File: config.mk
export PLATFORM = sky130hd
export DESIGN_NAME = muldiv_unit
export DESIGN_NICKNAME = d
export VERILOG_FILES = /design/src/rtl/muldiv_pkg.sv /design/src/rtl/muldiv_step.sv /design/src/rtl/muldiv_unit.sv
export SDC_FILE = /design/constraint.sdc
export NUM_CORES = 1
export LEC_CHECK = 0
export CORE_MARGIN = 2
export CORE_UTILIZATION = 60
export CTS_BUF_LIST = sky130_fd_sc_hd__clkbuf_16
export CTS_CLUSTER_DIAMETER = 50
export DETAILED_ROUTE_END_ITERATION = 6
export HOLD_SLACK_MARGIN = 0.1
export PLACE_DENSITY_LB_ADDON = 0.2
export SLEW_MARGIN = 20
export SYNTH_ARGS = -nofsm -noshare
export SYNTH_HDL_FRONTEND = slang
export SYNTH_SLANG_ARGS = --single-unit
File: constraint.sdc
create_clock -name clk -period 9.8 [get_ports clk]
set_input_delay 1.47 -clock clk [delete_from_list [all_inputs] [get_ports clk]]
set_output_delay 1.47 -clock clk [all_outputs]
set_load 0.02 [all_outputs]
File: src/rtl/muldiv_pkg.sv
// muldiv_pkg: operation/state encodings and op-class helpers shared by the
// multiply/divide unit.
package muldiv_pkg;

  typedef enum logic [2:0] {
    OP_MULT  = 3'd0,
    OP_MULTU = 3'd1,
    OP_DIV   = 3'd2,
    OP_DIVU  = 3'd3,
    OP_MTHI  = 3'd4,
    OP_MTLO  = 3'd5,
    OP_MADD  = 3'd6,
    OP_MADDU = 3'd7
  } muldiv_op_e;

  typedef enum logic [1:0] {
    IDLE = 2'd0,
    CALC = 2'd1,
    FIX  = 2'd2
  } muldiv_state_e;

  function automatic logic isSignedOp(input muldiv_op_e op);
    case (op)
      OP_MULT, OP_DIV, OP_MADD: return 1'b1;
      default:                  return 1'b0;
    endcase
  endfunction

  function automatic logic isDivOp(input muldiv_op_e op);
    case (op)
      OP_DIV, OP_DIVU: return 1'b1;
      default:         return 1'b0;
    endcase
  endfunction

endpackage

File: src/rtl/muldiv_step.sv
// muldiv_step: one combinational radix-2 iteration, either a shift-add
// multiply step (right shift) or a restoring divide step (left shift).
module muldiv_step
  import muldiv_pkg::*;
#(
  parameter int WIDTH = 32
) (
  input  logic [2*WIDTH:0]  part_in,
  input  logic [WIDTH-1:0]  operand,
  input  logic              div_mode,
  output logic [2*WIDTH:0]  part_out
);

  logic [WIDTH:0]   sum_s;
  logic [2*WIDTH:0] sh_s;
  logic [WIDTH+1:0] trial_s;

  // Multiply: {acc, multiplier} with acc one bit wider for the add carry.
  // Divide:   {remainder, quotient/dividend}; borrow out means restore.
  always_comb begin
    if (part_in[0]) begin
      sum_s = part_in[2*WIDTH:WIDTH] + {1'b0, operand};
    end else begin
      sum_s = part_in[2*WIDTH:WIDTH];
    end
    sh_s    = {part_in[2*WIDTH-1:0], 1'b0};
    trial_s = {1'b0, sh_s[2*WIDTH:WIDTH]} - {2'b00, operand};
    if (div_mode) begin
      if (!trial_s[WIDTH+1]) begin
        part_out = {trial_s[WIDTH:0], sh_s[WIDTH-1:1], 1'b1};
      end else begin
        part_out = sh_s;
      end
    end else begin
      part_out = {1'b0, sum_s, part_in[WIDTH-1:1]};
    end
  end

endmodule

File: src/rtl/muldiv_unit.sv
// muldiv_unit: iterative multiply/divide with architectural HI/LO registers.
// Define MULDIV_MADD_EN to enable MADD/MADDU (accumulate product into {hi,lo}).
module muldiv_unit
  import muldiv_pkg::*;
#(
  parameter int WIDTH = 32
) (
  input  logic             clk,
  input  logic             reset,
  input  logic             start,
  input  logic [2:0]       op,
  input  logic [WIDTH-1:0] a,
  input  logic [WIDTH-1:0] b,
  output logic             busy,
  output logic             done,
  output logic [WIDTH-1:0] hi,
  output logic [WIDTH-1:0] lo,
  output logic             divZero
);

  localparam int CW = $clog2(WIDTH) + 1;
  localparam int PW = 2 * WIDTH + 1;
`ifdef MULDIV_MADD_EN
  localparam logic MADD_EN = 1'b1;
`else
  localparam logic MADD_EN = 1'b0;
`endif

  muldiv_state_e    state_r;
  logic [CW-1:0]    cnt_r;
  logic [PW-1:0]    part_r;
  logic [WIDTH-1:0] opnd_r;
  logic             div_r;
  logic             madd_r;
  logic             neg_q_r;
  logic             neg_r_r;
  logic             dz_r;

  muldiv_op_e         op_s;
  logic               long_op_s;
  logic               mt_op_s;
  logic               accept_s;
  logic               sgn_s;
  logic               div_op_s;
  logic [WIDTH-1:0]   abs_a_s;
  logic [WIDTH-1:0]   abs_b_s;
  logic [PW-1:0]      step_s;
  logic [2*WIDTH-1:0] prod_s;
  logic [2*WIDTH-1:0] res_s;
  logic [WIDTH-1:0]   quo_s;
  logic [WIDTH-1:0]   rem_s;

  assign op_s     = muldiv_op_e'(op);
  assign accept_s = start && (state_r == IDLE);

  // Decode the requested op and form operand magnitudes.
  always_comb begin
    long_op_s = 1'b0;
    mt_op_s   = 1'b0;
    case (op_s)
      OP_MULT, OP_MULTU, OP_DIV, OP_DIVU: long_op_s = 1'b1;
      OP_MADD, OP_MADDU:                  long_op_s = MADD_EN;
      OP_MTHI, OP_MTLO:                   mt_op_s   = 1'b1;
      default: begin
        long_op_s = 1'b0;
        mt_op_s   = 1'b0;
      end
    endcase
    sgn_s    = isSignedOp(op_s);
    div_op_s = isDivOp(op_s);
    if (sgn_s && a[WIDTH-1]) begin
      abs_a_s = -a;
    end else begin
      abs_a_s = a;
    end
    if (sgn_s && b[WIDTH-1]) begin
      abs_b_s = -b;
    end else begin
      abs_b_s = b;
    end
  end

  muldiv_step #(.WIDTH(WIDTH)) u_step (
    .part_in  (part_r),
    .operand  (opnd_r),
    .div_mode (div_r),
    .part_out (step_s)
  );

  // Sign fixup of the magnitude result; divide-by-zero forces an all-ones quotient.
  always_comb begin
    if (neg_q_r) begin
      prod_s = -part_r[2*WIDTH-1:0];
    end else begin
      prod_s = part_r[2*WIDTH-1:0];
    end
    if (madd_r) begin
      res_s = {hi, lo} + prod_s;
    end else begin
      res_s = prod_s;
    end
    if (dz_r) begin
      quo_s = {WIDTH{1'b1}};
    end else if (neg_q_r) begin
      quo_s = -part_r[WIDTH-1:0];
    end else begin
      quo_s = part_r[WIDTH-1:0];
    end
    if (neg_r_r) begin
      rem_s = -part_r[2*WIDTH-1:WIDTH];
    end else begin
      rem_s = part_r[2*WIDTH-1:WIDTH];
    end
  end

  // Control FSM, iteration datapath and architectural HI/LO.
  always_ff @(posedge clk or posedge reset) begin
    if (reset) begin
      state_r <= IDLE;
      cnt_r   <= {CW{1'b0}};
      part_r  <= {PW{1'b0}};
      opnd_r  <= {WIDTH{1'b0}};
      div_r   <= 1'b0;
      madd_r  <= 1'b0;
      neg_q_r <= 1'b0;
      neg_r_r <= 1'b0;
      dz_r    <= 1'b0;
      busy    <= 1'b0;
      done    <= 1'b0;
      divZero <= 1'b0;
      hi      <= {WIDTH{1'b0}};
      lo      <= {WIDTH{1'b0}};
    end else begin
      done <= 1'b0;
      case (state_r)
        IDLE: begin
          if (accept_s && long_op_s) begin
            part_r  <= {{(WIDTH+1){1'b0}}, div_op_s ? abs_a_s : abs_b_s};
            opnd_r  <= div_op_s ? abs_b_s : abs_a_s;
            div_r   <= div_op_s;
            madd_r  <= (op_s == OP_MADD) || (op_s == OP_MADDU);
            neg_q_r <= sgn_s && (a[WIDTH-1] ^ b[WIDTH-1]);
            neg_r_r <= sgn_s && a[WIDTH-1];
            dz_r    <= div_op_s && (b == {WIDTH{1'b0}});
            cnt_r   <= {CW{1'b0}};
            busy    <= 1'b1;
            divZero <= 1'b0;
            state_r <= CALC;
          end else if (accept_s && mt_op_s) begin
            if (op_s == OP_MTHI) begin
              hi <= a;
            end else begin
              lo <= a;
            end
            divZero <= 1'b0;
          end
        end
        CALC: begin
          part_r <= step_s;
          cnt_r  <= cnt_r + {{(CW-1){1'b0}}, 1'b1};
          if (cnt_r == CW'(WIDTH - 1)) begin
            state_r <= FIX;
          end
        end
        FIX: begin
          if (div_r) begin
            hi <= rem_s;
            lo <= quo_s;
          end else begin
            hi <= res_s[2*WIDTH-1:WIDTH];
            lo <= res_s[WIDTH-1:0];
          end
          divZero <= dz_r;
          done    <= 1'b1;
          busy    <= 1'b0;
          state_r <= IDLE;
        end
        default: begin
          busy    <= 1'b0;
          state_r <= IDLE;
        end
      endcase
    end
  end

endmodule

Yosys cells after proc, flatten, opt, wreduce, memory -nomap -nowiden --
Index checks and enable logic that the tools add are counted.
Word-level totals: register bits after elaboration 177, word-level logic and storage cells 105, input port bits 70
Cells by class: muxes and demuxes 39, reductions and logical operators 24, equal/unequal tests 17, bitwise operators 2, add/sub/neg operators 9
Operators by type and width (count):
- $mux 32 | 15
- $mux 65 | 3
- $pmux 65 s2 | 1
- $mux 64 | 2
- $neg 32->32 | 4
- $pmux 32 s2 | 2
- $add 64x64->64 | 1
- $neg 64->64 | 1
- $sub 33x32->34 | 1
- $add 33x32->33 | 1
- $mux 33 | 1
- $logic_not 32->1 | 1
- $eq 3x3->1 const B | 4
- $pmux 6 s2 | 1
- $reduce_and 2->1 | 5
- $mux 1 | 8
- $reduce_and 4->1 | 2
- $logic_and 1x1->1 | 7
- $add 6x1->6 const B | 1
- $eq 3x2->1 const B | 2
- $eq 6x5->1 const B | 1
- $mux 6 | 1
- $ne 2x1->1 const B | 3
- $ne 2x2->1 const B | 3
- other kinds (16) | 20

Longest topological paths before layout --
word-level depth 8, mapped depth 23, mapped depth without buffers 20

By module --
Synthesis repeated with hierarchy kept, for this count alone.
Second synthesis, totals: cells, all modules 2825, area total of the unflattened synthesis 20890.0 um2
By module, submodules not included:
- muldiv_unit | area each 16040.4 um2, instances 1, cells an instance 2138, seq. area each 4429.2 um2
- muldiv_step | area each 4849.7 um2, instances 1, cells an instance 687, seq. area each 0.0 um2

Worst setup path after synthesis --
No wires, ideal clock.
kind register -> register, start register part_r[0], end register hi[21], stages on the path, launching flop included 22, arrival 5169 ps, period minus slack after synthesis 5239 ps, setup time 69 ps, path slack 4561 ps, path buffers 4, path through dfrtp_1 clkbuf_1 inv_1 clkbuf_1 ha_1 nand2b_1 or4_4 or3_4 or3_4 buf_4 nand2_1 xnor2_1 ha_1 clkbuf_1 nand4_1 or4_1 o21bai_1 a211o_1 a211oi_1 o21ai_0 a2111oi_0 nand3b_1
Between the ends: longest elaborated chain between the ends 6
Ends and longest elaborated chain:
- from (decl) | RTL line muldiv_unit.sv:31 | logic [PW-1:0] part_r;
- from (signal assigned) | RTL line muldiv_unit.sv:121 | part_r <= {PW{1'b0}};
- from (signal assigned) | RTL line muldiv_unit.sv:138 | part_r <= {{(WIDTH+1){1'b0}}, div_op_s ? abs_a_s : abs_b_s};
- from (signal assigned) | RTL line muldiv_unit.sv:159 | part_r <= step_s;
- $neg 64->64 | RTL line muldiv_unit.sv:93 | prod_s = -part_r[2*WIDTH-1:0];
- $mux 64 * | RTL line muldiv_unit.sv:92 | if (neg_q_r) begin
- $add 64x64->64 | RTL line muldiv_unit.sv:98 | res_s = {hi, lo} + prod_s;
- $mux 64 * | RTL line muldiv_unit.sv:97 | if (madd_r) begin
- $mux 32 * | RTL line muldiv_unit.sv:166 | if (div_r) begin
- $pmux 32 s2 * | RTL line muldiv_unit.sv:135 | case (state_r)
- to (signal assigned) | RTL line muldiv_unit.sv:131 | hi <= {WIDTH{1'b0}};
- to (signal assigned) | RTL line muldiv_unit.sv:167 | hi <= rem_s;
- to (signal assigned) | RTL line muldiv_unit.sv:170 | hi <= res_s[2*WIDTH-1:WIDTH];
- to (decl) | RTL line muldiv_unit.sv:16 | output logic [WIDTH-1:0] hi,
Mark *: on every way between the ends. The rest lies on a longest branch, timed or not. A chain may end at the register's enable or synchronous reset.

Final worst setup path --
start register part_r[2], end register hi[31]
The elaborated chain is that of the path after synthesis.

==> flow_summary.ini <==
[sta]
clock-skew-final_ns = 0.0192
fin_ws_ns = 4.01
clock.fmax_ghz = 0.173
setup_violations = 0
hold_violations = 0
finalCriticalPeriod_ns = 5.79
rsz0062_at_grt = no
slew_headroom_pct = 25.2
worst_pin_slew_ns = 1.12
maxSlewViolCount = 0
timing.setup.tns_ns = 0
whs_ns = 0.503
finalCritPeriodShare_pct = 59.1

[synthesis]
yosys.area_share.simple_pct = 18.7
synth_compound_area_share_pct = 31.4
synth_xor_area_share_pct = 10.8
syn-cell-area_sq_um = 20200
synth_top_family_by_area = compound AO/OA/AOI/OAI gates
synthAdderAreaFrac_pct = 9.33
yosys.area.top_type = dfrtp_1
netlist_top_cells_count = nand2_1, a21oi_1, nor2_1
ys_types = 76
synthCells = 2688
synth_top_cell_area_share_pct = 21.9
synthMuxAreaShare_pct = 2.69
ys_ff_latch = 177
synth.net_count = 2907
ys_warn_count = 0
synth.most_common_cell = nand2_1
avgSynthCellArea_sq_um = 7.52
synthArstFlopShare_pct = 100
ys_seq_area_share_pct = 21.9
synth_edf_count = 0
netlist_top_cells_area = dfrtp_1, ha_1, xnor2_1
synth_ff_type = dfrtp_1

[setup_path]
required_ns = 10.14
cp_cell_sequence = or3_1 -> nor4_1 -> nand2_1 -> or3_1 -> o31ai_1 -> xnor2_1 -> ha_1 -> nand4_1 -> or4_1 -> a21oi_1 -> o211ai_1 -> a21oi_1 -> nor4b_1 -> nor4_1 -> mux2i_1 -> nand2_1
path_buf_inv = 0
cp.arrival_ns = 6.13
path_class = reg2reg
start_kind = flip-flop
cp_slowest_cell = or4_1
path_max_fanout = 7
cp-end-kind = flip-flop
worst_path_largest_cell_delay_ns = 0.60
critical-path-top-delay-family = simple AND/OR/NAND/NOR gates

[placed_design]
post-dp-hpwl_microns = 57800
dp.cells = 3107
dpl_worst_slack_ns = 4.13
gp_congestion = 1.03
port-buffer-count = 136

[finish]
stdcell_count = 3139
n_fill_cell = 2933
area_growth_pct = 9.92
drive_gt1_share_pct = 3.86
final_net_count = 2897
antenna_cells = 0

[clock_tree]
cts_buffer_depth = 2
ctsRootBufferMaster = clkbuf_16
htree_levels = 4
cts_setup_buffers = 0
clk_latency_ns = 0.46
cts_resized = 0
cts.clk_slew.worst_paths_ns = 0.07
cts_tree = built
hold_buffers = 0
cts_buffers = 17
cts.sinks = 177

[global_route]
gr-total-overflow = 0
antenna_found_initial = 0
grt_pass1_wl_microns = 117000
use_met3_pct = 9.68
grt_usage_pct = 42.6
grt_max_degree = 74
grt_busiest_layer = met2
grtUsageMet1_pct = 59.1
met2_usage_pct = 61.1
grt_pass1_vias = 20200

[floorplan]
dieArea_sq_um = 35200
row_count = 67
die_w_microns = 188
start_util_pct = 60.6
die_h_microns = 188
io_pins = 137
core_sq_um = 33400

[route]
via_count = 21800
vias_per_cell = 6.95
routed_wl_microns = 76500
first_pass_iters = 6
first_iter_violations = 2812
drc_errors = 0
ant_nets = 0
wire_per_inst_microns = 24.4

[power_and_ir_drop]
powerDensity_nw_per_um2 = 360
power_w = 0.00801
ir_worst_vdd_mv = 0.257
p_leak_nw = 8.86

[outcome]
outcome = completed

[worst_hold_path]
hold_class = reg2reg

[flow_run]
maxCapViolations = 0
[path summary, 6_finish.rpt]
| path | startpoint | endpoint | slack, ns | cells after the start |
|---|---|---|---|---|
| setup / recovery | part_r[2]$_DFFE_PP0P_ | hi[31]$_DFFE_PP0P_ | 4.01 | 16 |
| hold / removal | divZero$_DFFE_PP0P_ | divZero$_DFFE_PP0P_ | 0.50 | 2 |
| setup reg to reg | part_r[2]$_DFFE_PP0P_ | hi[31]$_DFFE_PP0P_ | 4.01 | 16 |
| hold reg to reg | divZero$_DFFE_PP0P_ | divZero$_DFFE_PP0P_ | 0.50 | 2 |
| max in group asynchronous | reset | neg_q_r$_DFFE_PP0P_ | 7.05 | 3 |
| min in group asynchronous | reset | hi[21]$_DFFE_PP0P_ | 1.37 | 2 |
[flip-flops by register name, summed over array words and instances (netlist names)]
name,flops
divZero,1
hi,32
neg_q_r,1
cnt_r,6
busy,1
state_r,2
part_r,65
opnd_r,32
div_r,1
madd_r,1
dz_r,1
lo,32
done,1
neg_r_r,1
[per-stage QoR]
| stage | instance area [sq um] | util [%] |
|---|---|---|
| finish | 22200 | 66.6 |
| global route | 22200 | 66.6 |
| CTS | 22200 | 66.6 |
| detailed placement | 21600 | 64.8 |
| global placement | 21600 | 64.8 |
| floorplan | 20200 | - |
[per-layer routing]
metal  routed length [microns]  part of all wire, %  up-vias
met5                         0                    0        -
met4                      5170                  6.8        0
met3                      9200                   12      256
met2                     31200                   41     1450
met1                     30900                   40    10200
li1                          -                    -     9917
[layout by cell type (no fill, tap or decap), types with 71 or more instances in the layout]
cell type          n
ha_1             146
o21ai_0          192
inv_1             82
a21o_1            71
a21oi_1          235
dfrtp_1          175
clkdlybuf4s50_1  136
nand2_1          285
xnor2_1          155
xor2_1            94
nor2_1           223
a211oi_1          84
[report_power, final]
part | internal (W) | switching (W) | total [W]
combinational | 0.00234 | 0.00345 | 0.00578
clock | 0.000342 | 0.000363 | 0.000704
sequential | 0.000961 | 0.000563 | 0.00152
total | 0.00364 | 0.00437 | 0.00801
[final cells by class]
cell class	instances	area, sq um	share of cell area (%)
Clock inverter	15	168	0.754
Clock buffer	17	425	1.91
Inverter	84	320	1.44
Timing Repair Buffer	162	1560	7.00
Multi-Input combinational cell	2236	14800	66.4
Tap cell	448	561	2.52
Sequential cell	177	4430	19.9
[cell families (layout without fill, tap and decap cells)]
family | count (synthesis) | in the layout
AO/OA/AOI/OAI | 971 | 971
AND/OR/NAND/NOR | 813 | 813
buffers and inverters | 275 | 278
XOR/XNOR | 249 | 249
flip-flops | 177 | 177
adder cells (fa/ha/maj) | 149 | 149
multiplexers | 54 | 54
[worst min-delay path, delay by kind of cell (launching register included)]
kind | cells | cell delay (ns)
AOI/OAI and AO/OA | 1 | 0.08
and+or+nand+nor | 1 | 0.05
DFF | 1 | 0.35
Note: power is estimated with default switching activity, not from simulation.
